--- config.mk ---
export PLATFORM = sky130hd
export DESIGN_NAME = kmap_gray_tester
export DESIGN_NICKNAME = d
export VERILOG_FILES = /design/src/rtl/kmap_gray_tester.sv
export SDC_FILE = /design/constraint.sdc
export NUM_CORES = 1
export LEC_CHECK = 0
export BUFFER_PORTS_ARGS = -buffer_cell sky130_fd_sc_hd__clkbuf_2
export CAP_MARGIN = 10
export CELL_PAD_IN_SITES_DETAIL_PLACEMENT = 0
export CELL_PAD_IN_SITES_GLOBAL_PLACEMENT = 2
export CORE_ASPECT_RATIO = 1.1
export CORE_MARGIN = 2
export CORE_UTILIZATION = 35
export CTS_CLUSTER_SIZE = 14
export DETAILED_ROUTE_END_ITERATION = 8
export PLACE_DENSITY_LB_ADDON = 0.1
export SYNTH_ARGS = -nofsm -noshare
export SYNTH_HDL_FRONTEND = slang
export SYNTH_SLANG_ARGS = --single-unit
export TNS_END_PERCENT = 50
--- constraint.sdc ---
create_clock -name clk -period 3.72 [get_ports clk]
set_clock_uncertainty 0.15 [all_clocks]
set_input_delay 0.186 -clock clk [delete_from_list [all_inputs] [get_ports clk]]
set_output_delay 0.186 -clock clk [all_outputs]
set_load 0.03 [all_outputs]
--- src/rtl/kmap_gray_tester.sv ---
// Walks a 4-input function under test through all 16 inputs in Gray-code order
// and checks its response against a truth table, once per cycle in a hold window.
module kmap_gray_tester #(
  parameter logic [15:0] EXPECT = 16'h7EE8,
  parameter int unsigned SETTLE = 2,
  parameter int unsigned HOLD   = 4
) (
  input  logic       clk,
  input  logic       nrst,
  input  logic       start,
  output logic [3:0] dut_i,
  input  logic       dut_o,
  output logic       busy,
  output logic       done,
  output logic       pass,
  output logic [4:0] err_count,
  output logic       err_valid,
  output logic [3:0] first_err_idx
);

  localparam int unsigned CW = 4;
  localparam int unsigned EW = 5;
  localparam logic [CW-1:0] SETTLE_LAST = CW'(SETTLE - 1);
  localparam logic [CW-1:0] HOLD_LAST   = CW'(HOLD - 1);
  localparam logic [EW-1:0] ERR_MAX     = EW'(16);

  typedef enum logic [1:0] {
    ST_IDLE,
    ST_SETTLE,
    ST_CHECK,
    ST_DONE
  } state_t;

  state_t        state_q, state_d;
  logic [3:0]    step_q, step_d;
  logic [CW-1:0] cnt_q, cnt_d;
  logic          vfail_q, vfail_d;
  logic [3:0]    dut_i_q, dut_i_d;
  logic          busy_q, busy_d;
  logic          done_q, done_d;
  logic          pass_q, pass_d;
  logic [EW-1:0] err_count_q, err_count_d;
  logic          err_valid_q, err_valid_d;
  logic [3:0]    first_q, first_d;
  logic          mismatch;
  logic          vec_bad;

  // State and output registers
  always_ff @(posedge clk) begin
    if (!nrst) begin
      state_q     <= ST_IDLE;
      step_q      <= '0;
      cnt_q       <= '0;
      vfail_q     <= 1'b0;
      dut_i_q     <= '0;
      busy_q      <= 1'b0;
      done_q      <= 1'b0;
      pass_q      <= 1'b0;
      err_count_q <= '0;
      err_valid_q <= 1'b0;
      first_q     <= '0;
    end else begin
      state_q     <= state_d;
      step_q      <= step_d;
      cnt_q       <= cnt_d;
      vfail_q     <= vfail_d;
      dut_i_q     <= dut_i_d;
      busy_q      <= busy_d;
      done_q      <= done_d;
      pass_q      <= pass_d;
      err_count_q <= err_count_d;
      err_valid_q <= err_valid_d;
      first_q     <= first_d;
    end
  end

  // Next-state logic
  always_comb begin
    state_d     = state_q;
    step_d      = step_q;
    cnt_d       = cnt_q;
    vfail_d     = vfail_q;
    dut_i_d     = dut_i_q;
    busy_d      = busy_q;
    done_d      = 1'b0;
    pass_d      = pass_q;
    err_count_d = err_count_q;
    err_valid_d = err_valid_q;
    first_d     = first_q;
    mismatch    = (dut_o != EXPECT[dut_i_q]);
    vec_bad     = vfail_q | mismatch;

    case (state_q)
      ST_IDLE: begin
        if (start) begin
          step_d      = '0;
          dut_i_d     = '0;
          cnt_d       = '0;
          vfail_d     = 1'b0;
          err_count_d = '0;
          err_valid_d = 1'b0;
          pass_d      = 1'b0;
          busy_d      = 1'b1;
          state_d     = ST_SETTLE;
        end
      end
      ST_SETTLE: begin
        if (cnt_q == SETTLE_LAST) begin
          cnt_d   = '0;
          state_d = ST_CHECK;
        end else begin
          cnt_d = cnt_q + CW'(1);
        end
      end
      ST_CHECK: begin
        vfail_d = vec_bad;
        if (cnt_q == HOLD_LAST) begin
          cnt_d   = '0;
          vfail_d = 1'b0;
          if (vec_bad) begin
            if (err_count_q != ERR_MAX) begin
              err_count_d = err_count_q + EW'(1);
            end
            if (!err_valid_q) begin
              first_d     = dut_i_q;
              err_valid_d = 1'b1;
            end
          end
          if (step_q != 4'd15) begin
            step_d  = step_q + 4'd1;
            dut_i_d = step_d ^ (step_d >> 1);
            state_d = ST_SETTLE;
          end else begin
            done_d  = 1'b1;
            pass_d  = (err_count_d == '0);
            state_d = ST_DONE;
          end
        end else begin
          cnt_d = cnt_q + CW'(1);
        end
      end
      ST_DONE: begin
        busy_d  = 1'b0;
        state_d = ST_IDLE;
      end
      default: state_d = ST_IDLE;
    endcase
  end

  assign dut_i         = dut_i_q;
  assign busy          = busy_q;
  assign done          = done_q;
  assign pass          = pass_q;
  assign err_count     = err_count_q;
  assign err_valid     = err_valid_q;
  assign first_err_idx = first_q;

endmodule
==> impl_metrics.toml <==
[status]
status = "finished, final reports clean"

[cts]
clock_latency_ns = 0.27
cts_root_buffer = "clkbuf_8"
postCtsHoldBufs = 0
cts_resized = 0
cts_tree = "yes"
htree_levels = 1
clockBufferDepth = 2
cts_inserted_buffers = 3
cts_sinks = 28
postCtsSetupRepairBufs = 0
path_clk_slew_ns = 0.10

[floorplanning]
io-pin-count = 21
die_h_um = 77.27
dieArea_sq_um = 5455
initial_core_util = 0.3646
dieWidth_um = 70.61
fp.coreArea_sq_um = 4684
std_cell_rows = 26

[layout]
postLayoutCellArea_sq_um = 1862
area_delta_synth_final_pct = 9.011
insertedDiodeCount = 0
fillers = 501
nNetsFinal = 218
drive_above_1_share = 0.1841

[grt]
grt_pass1_wl_um = 6513
grt_max_degree = 30
first_global_vias = 1355
gr-total-overflow = 0
track_usage = 0.1468
antenna_found_initial = 0

[detailed_routing]
routed_wl_um = 3885
drc_errors = 0
dr.first_iter.drc_count = 50
wl_met1_um = 1946
wl_met3_um = 97
avgRoutedWirePerCell_um = 15.12
routed-via-count = 1408
via_per_inst = 5.479
drt_pass1_iterations = 4
top_layer_used = "met4"
route.met2.wl_um = 1816
drt.antenna.violating_nets = 0

[worst_hold_path]
hp-class = "in2reg"

[synthesis]
synth.area.top_cells = "dfxtp_1, ha_1, nor2b_1, mux2i_1, o21ai_0"
dominantRegCellSynth = "dfxtp_1"
synth.most_common_cell = "dfxtp_1"
ys_ff_latch = 28
postSynthAreaPerCell_sq_um = 8.989
synth_top_cell_area_share = 0.3282
postSynth.asyncResetShare = 0
synthTopCellsByCount = "dfxtp_1, nor2b_1, ha_1, o21ai_0"
syn-num-nets = 205
synth_cells = 190
synth_cell_types = 57
synth_edf_count = 0
yosysTopAreaCell = "dfxtp_1"
yosys_warnings = 0
yosysSeqAreaShare = 0.3282
netlist_area_sq_um = 1708

[sta]
relSlewSlack = 0.6405
rsz0062_at_grt = "no"
fmax_ghz = 0.3915
min_period_ns = 2.554
hold_viol_final = 0
maxSlewViolCount = 0
timing.setup.tns_ns = 0
finalCritPeriodShare = 0.6866
setup_viol = 0
worst_pin_slew_ns = 0.5351

[placed_design]
post_dp_cell_area_sq_um = 1821
place_congestion = 0.8075
dp_hpwl_um = 2903
portBuffers = 20

[critical_path]
endpoint_kind = "register"
cp_max_fo = 12
cp.required_ns = 3.73
crit_type = "reg2reg"
cp.arrival_ns = 2.57
critical_path.startpoint_type = "register"

[power_and_ir_drop]
total_power_uw = 778.2
leakage_nw = 0.7806
pwr_density_cell_nw_per_um2 = 418.0
vdd_drop_max_mv = 0.2025

[flow_run]
max_cap_viol_count = 0
==> cell type report <==
type,instances,area (sq um),area share
flip-flops and latches,28,560.5,0.3011
multi-input cells,142,1060,0.5692
well taps,56,70.07,0.03763
clock buffers,3,41.29,0.02218
repair buffers,20,100.1,0.05376
inverters,8,30.03,0.01613
==> final timing paths <==
path / start / to / slack (ns) / depth (start not counted)
worst max-delay path: state_q[0] / register / 1.17 / 7
worst min-delay path: start / err_valid / 0.14 / 4
worst max register to register: state_q[0] / register / 1.17 / 7
worst min register to register: pass / pass / 0.36 / 2
==> power breakdown <==
group | internal, mW | switching [mW]
combinational | 0.0963 | 0.176
clock | 0.0728 | 0.0950
sequential | 0.319 | 0.0194
==> layout by cell type (no fill, tap or decap), types with 3 or more instances in the layout <==
cell type,n
clkbuf_8,3
clkbuf_2,20
xnor2_1,6
nand2_1,9
and3_1,3
nor2b_1,12
o21ai_0,11
dfxtp_1,28
o21a_1,3
nand2b_1,4
nor2_1,7
nand3_1,4
a21boi_0,4
ha_1,11
inv_1,8
a21oi_1,7
mux2i_1,7
nor3_1,4
and2_1,6
==> per-stage QoR <==
stage / std cells / worst slack, ns / utilization / hold WS (ns)
final: 257 / 1.166 / 0.3974 / 0.1418
after global routing: 257 / 0.9653 / 0.3974 / 0.1883
after CTS: 257 / 1.182 / 0.3974 / 0.1323
after detailed placement: 254 / 1.199 / 0.3886 / 0.3482
after global placement: 254 / 1.271 / 0.3886 / 0.3377
after floorplan: 190 / 1.390 / - / 0.2579
==> cell families (layout without fill, tap and decap cells) <==
logic type               after synthesis  count (layout)  synth area share
flip-flops                            28              28            0.3282
AND/OR/NAND/NOR                       67              67            0.2425
AO/OA/AOI/OAI                         48              48            0.2088
multiplexers                           8               8           0.04762
buffers and inverters                 20              31           0.05128
XOR/XNOR                               8               8           0.04103
adder cells (fa/ha/maj)               11              11           0.08058
==> worst max-delay path: stages, from the launching register on <==
cell      delay, ns
dfxtp_1        0.35
inv_1          0.15
ha_1           0.47
mux2i_1        0.26
a211o_4        0.36
a22o_4         0.28
a221oi_1       0.33
nor4b_2        0.08
==> sequential cells by signal, summed over array words and instances (netlist names), named ones only <==
signal	count
busy	1
cnt_q	4
done	1
dut_i	4
err_count	5
err_valid	1
first_err_idx	4
pass	1
state_q	2
step_q	3
vfail_q	1
==> layer usage <==
metal	global-route usage	vias up
met2	0.2481	23
met5	0	-
met1	0.1946	674
met4	0.04151	0
met3	0.01971	2
li1	-	709
No activity file was read; power rests on OpenSTA's default activity.
